File: src/rtl/frame_tick_gen.sv
// frame_tick_gen
//
// Divides the system clock into fixed frame periods and emits a one-cycle
// frame_tick at each frame boundary for the frame counter and the box
// animation FSMs. If the downstream draw logic is busy at a boundary, the
// tick is deferred until it is ready. Boundaries that pass while a tick is
// already owed are merged into that single owed tick.
//
// Parameters
//   CLKS_PER_FRAME  clocks per frame period (>= 2)
//   CW              period counter width, 2**CW >= CLKS_PER_FRAME
//
// Ports
//   clk            system clock, rising edge
//   reset          synchronous active-high reset
//   enable         run control; low pauses the generator
//   draw_busy      downstream draw logic busy; no tick while high
//   clear_overrun  one-cycle pulse clearing overrun
//   frame_tick     registered one-cycle frame boundary pulse
//   frame_num      issued tick count, mod 256
//   pending        a tick is owed but deferred
//   overrun        sticky: a boundary was reached with a tick already owed
//
// Build option
//   FRAME_TICK_OVERRUN_EN  when defined, implements the sticky overrun flag
//                          and clear_overrun; otherwise overrun is tied low
//                          and clear_overrun is ignored.

module frame_tick_gen #(
  parameter int unsigned CLKS_PER_FRAME = 833333,
  parameter int unsigned CW             = 20
) (
  input  logic       clk,
  input  logic       reset,
  input  logic       enable,
  input  logic       draw_busy,
  input  logic       clear_overrun,
  output logic       frame_tick,
  output logic [7:0] frame_num,
  output logic       pending,
  output logic       overrun
);

  typedef enum logic [1:0] {
    IDLE = 2'd0,
    RUN  = 2'd1,
    PEND = 2'd2
  } state_t;

  localparam logic [CW-1:0] TC_VAL = CW'(CLKS_PER_FRAME - 1);

  state_t        state;
  state_t        state_next;
  logic [CW-1:0] cnt;
  logic [CW-1:0] cnt_next;
  logic          started;
  logic          tc;
  logic          cnt_run;
  logic          issue;
  logic          ovr_evt;

  assign tc      = (cnt == TC_VAL);
  assign pending = (state == PEND);

  // started records that the one-edge startup latency has been paid since
  // reset. Re-entering IDLE through a pause must not cost an extra edge, so
  // an enabled IDLE cycle after startup behaves exactly like a RUN cycle
  // (it counts and evaluates TC); only the first enabled edge after reset
  // leaves cnt untouched.
  always_comb begin
    state_next = state;
    cnt_run    = 1'b0;
    issue      = 1'b0;
    ovr_evt    = 1'b0;
    unique case (state)
      IDLE: begin
        if (enable) begin
          if (!started) begin
            state_next = RUN;
          end else begin
            cnt_run = 1'b1;
            if (tc && draw_busy) begin
              state_next = PEND;
            end else begin
              state_next = RUN;
              issue      = tc;
            end
          end
        end
      end
      RUN: begin
        if (!enable) begin
          state_next = IDLE;
        end else begin
          cnt_run = 1'b1;
          if (tc && draw_busy) begin
            state_next = PEND;
          end else begin
            issue = tc;
          end
        end
      end
      PEND: begin
        // The counter keeps running through the new frame so the period
        // grid is not stretched by the deferral. A boundary here is merged
        // into the tick already owed.
        if (enable) begin
          cnt_run = 1'b1;
          ovr_evt = tc;
          if (!draw_busy) begin
            issue      = 1'b1;
            state_next = RUN;
          end
        end
      end
      default: begin
        state_next = IDLE;
      end
    endcase
  end

  always_comb begin
    cnt_next = cnt;
    if (cnt_run) begin
      if (tc) begin
        cnt_next = '0;
      end else begin
        cnt_next = cnt + 1'b1;
      end
    end
  end

  always_ff @(posedge clk) begin
    if (reset) begin
      state      <= IDLE;
      cnt        <= '0;
      started    <= 1'b0;
      frame_tick <= 1'b0;
      frame_num  <= '0;
    end else begin
      state      <= state_next;
      cnt        <= cnt_next;
      started    <= started | enable;
      frame_tick <= issue;
      if (issue) begin
        frame_num <= frame_num + 8'd1;
      end
    end
  end

`ifdef FRAME_TICK_OVERRUN_EN
  // A new overrun event takes priority over a coincident clear.
  always_ff @(posedge clk) begin
    if (reset) begin
      overrun <= 1'b0;
    end else if (ovr_evt) begin
      overrun <= 1'b1;
    end else if (clear_overrun) begin
      overrun <= 1'b0;
    end
  end
`else
  assign overrun = 1'b0;

  logic unused_ovr;
  assign unused_ovr = clear_overrun ^ ovr_evt;
`endif

endmodule

File: config.mk
export PLATFORM = sky130hd
export DESIGN_NAME = frame_tick_gen
export DESIGN_NICKNAME = d
export VERILOG_FILES = /design/src/rtl/frame_tick_gen.sv
export SDC_FILE = /design/constraint.sdc
export NUM_CORES = 1
export LEC_CHECK = 0
export ABC_AREA = 1
export CORE_MARGIN = 5
export CORE_UTILIZATION = 45
export CTS_BUF_LIST = sky130_fd_sc_hd__clkbuf_16
export DETAILED_ROUTE_END_ITERATION = 12
export HOLD_SLACK_MARGIN = 0.05
export PLACE_DENSITY = 0.63
export SETUP_SLACK_MARGIN = 0.3
export SKIP_LAST_GASP = 1
export SYNTH_ARGS = -nofsm -noshare
export SYNTH_HDL_FRONTEND = slang
export SYNTH_SLANG_ARGS = --single-unit
File: constraint.sdc
create_clock -name clk -period 2.2 [get_ports clk]
set_input_delay 0.55 -clock clk [delete_from_list [all_inputs] [get_ports clk]]
set_output_delay 0.55 -clock clk [all_outputs]
set_load 0.01 [all_outputs]
==> flow_summary.json <==
{
  "nFillCells": 384,
  "wl_mm": 4.09,
  "gr-total-overflow": 0,
  "fp.coreArea_sq_um": 4030,
  "cts_root_buf": "clkbuf_16",
  "path_cells": "clkdlybuf4s50_1 -> nand2_1 -> a21oi_4 -> inv_4 -> nor3_4 -> nand3_1 -> nand2_1 -> nand2_1 -> nor2_1",
  "cpPeakStageDelay_ns": 0.48,
  "drt_iter0_drc": 108,
  "ys_seq_elements": 32,
  "syn_avg_cell_area_sq_um": 6.84,
  "place_ws_ns": 0.0599,
  "holdWs_ns": 0.480,
  "power_density_nw_per_um2": 800,
  "final_antenna_net_count": 0,
  "criticalPathCategory": "in2reg",
  "clk_pin_slew_ns": 0.05,
  "critPathRequiredTime_ns": 2.41,
  "period_minus_slack_ns": 1.83,
  "cts_buffer_depth": 2,
  "drive_gt1_share_pct": 12.5,
  "drc": 0,
  "io_pins": 16,
  "die_h_microns": 74.9,
  "area_growth_pct": 21.1,
  "hold_violations": 0,
  "grt_first_pass_wirelength_mm": 7.10,
  "ys_async_sr_fraction_pct": 0,
  "fmax_mhz": 546,
  "dp.cells": 345,
  "finClkSkew_ns": 0.00475,
  "viasPerCell": 4.92,
  "setup_viol": 0,
  "die_area_sq_um": 5610,
  "syn_nets": 289,
  "synth_edf_count": 0,
  "initial_utilization_pct": 47.0,
  "ys_seq_area_share_pct": 33.8,
  "ys_warn_count": 0,
  "fin_ws_ns": 0.370,
  "cp_common_cell": "nand2_1",
  "antenna_found_initial": 0,
  "antenna_cells": 0,
  "synthCells": 277,
  "instances_no_fill": 355,
  "gp_congestion": 0.825,
  "cts.sinks": 32,
  "grt_pass1_vias": 1578,
  "cts_made_buffers": 5,
  "grt_max_degree": 12,
  "status": "complete, no violations",
  "die_w_microns": 74.9,
  "min_path_type": "reg2reg",
  "finalCritPeriodShare_pct": 83.2,
  "h-tree-depth": 2,
  "maxCapViolCount": 0,
  "dp_hpwl_mm": 3.03,
  "ys.flop_type": "dfxtp_1",
  "syn_area_sq_um": 1890,
  "arrival_ns": 2.04,
  "cts_tree": "yes",
  "leakage_nw": 0.920,
  "numPortBuffers": 13,
  "grt_util_all_layers_pct": 16.3,
  "drt_first_pass_iters": 4,
  "holdBufCountCts": 0,
  "detail_route.wl_per_cell_microns": 11.5,
  "cp_max_fo": 6,
  "rsz0062_at_grt": "yes",
  "row_count": 23,
  "fin_util_pct": 56.9,
  "drv_slew": 0,
  "nets": 316,
  "critPathSlowestCell": "clkdlybuf4s50_1",
  "synth.distinct_cells": 33,
  "vias": 1747,
  "peakVddDrop_v": 0.000330,
  "insertion_delay_ns": 0.27,
  "endpoint_kind": "register",
  "worstSetupStartpointType": "input pin",
  "tns_ns": 0
}
[kinds of logic after synthesis]
family	Yosys count	synth area share (%)
other	1	0.198
adders and majority gates	7	4.62
buffers and inverters	41	8.39
DFF	32	33.8
AOI/OAI and AO/OA	26	8.06
xor gates and xnor gates	9	4.16
and+or+nand+nor	161	40.8
[metal layers]
layer / global-route usage, % / share of wire [%] / vias to the layer above
met5: 0 / 0 / -
met1: 23.7 / 53 / 761
met2: 23.7 / 42 / 30
li1: - / - / 951
met3: 4.01 / 3.7 / 5
met4: 5.34 / 1.1 / 0
[sequential cells by signal, indices dropped and copies added (netlist names)]
signal	count
state	2
cnt	20
frame_tick	1
started	1
frame_num	8
[final timing paths]
| kind | from | end | slack [ns] | cells after the start |
|---|---|---|---|---|
| setup / recovery | enable | cnt[14] | 0.37 | 9 |
| setup reg to reg | state[1] | cnt[14] | 0.43 | 10 |
| hold / removal | cnt[0] | cnt[0] | 0.48 | 2 |
| hold reg to reg | cnt[0] | cnt[0] | 0.48 | 2 |
[synthesized netlist by cell type (all sizes together) (2+ instances only)]
cell / n / area share, %
nand2: 70 / 15
nor2: 40 / 8.9
inv: 38 / 7.5
dfxtp: 32 / 34
nand3: 20 / 6.5
a21oi: 17 / 5.1
nor3: 13 / 4.3
nand4: 12 / 4.0
xor2: 8 / 3.7
ha: 7 / 4.6
o21ai: 5 / 1.3
nor4: 3 / 0.99
a211oi: 2 / 0.79
buf: 2 / 0.66
nand3b: 2 / 0.79
[layout by cell type, fill, tap and decap left out, types with 2 or more instances in the layout]
| master | instances |
|---|---|
| dfxtp_2 | 2 |
| nand2_2 | 3 |
| nor3_1 | 11 |
| ha_1 | 7 |
| o21ai_1 | 3 |
| a21oi_1 | 16 |
| nand3_2 | 2 |
| xor2_1 | 8 |
| inv_1 | 37 |
| dfxtp_1 | 30 |
| a211oi_1 | 2 |
| nand3b_1 | 2 |
| nand2_1 | 65 |
| clkbuf_16 | 5 |
| nor2_2 | 4 |
| nand4_1 | 12 |
| clkdlybuf4s50_1 | 12 |
| nor4_1 | 3 |
| nand3_1 | 17 |
| o21ai_0 | 2 |
| buf_4 | 10 |
| nand2_4 | 2 |
| inv_2 | 2 |
| nor2_1 | 34 |
| nor2_4 | 2 |
[timing repair]
action / CTS / global route
setup endpoints to repair: 1 / 7
setup buffers: 0 / 2
resized for setup: 4 / 3
pin swaps: 0 / 2
[worst max-delay path, delay by kind of cell]
kind	cells	cell delay [ns]
AOI/OAI and AO/OA	1	0.20
buffers and inverters	2	0.57
and+or+nand+nor	6	0.71
[layout make-up]
type	count	area [sq um]	share of cell area, %
Clock buffer	5	125	5.46
Clock inverter	3	11.3	0.491
Inverter	38	145	6.33
Multi-Input combinational cell	204	1100	48.1
Sequential cell	32	643	28.0
Tap cell	50	62.6	2.73
Timing Repair Buffer	23	204	8.89
[through the flow]
step | power (mW) | instance area (sq um)
after floorplan | 1.02 | 1890
after global placement | 1.17 | 2130
after detailed placement | 1.17 | 2130
after CTS | 1.83 | 2270
after global routing | 1.96 | 2290
final | 1.83 | 2290
[where the power goes]
| part | switching [mW] | total, mW | internal [mW] |
|---|---|---|---|
| Sequential | 0.0327 | 0.652 | 0.619 |
| Clock | 0.246 | 0.652 | 0.407 |
| Combinational | 0.333 | 0.530 | 0.197 |
Note: power is estimated with default switching activity, not from simulation.
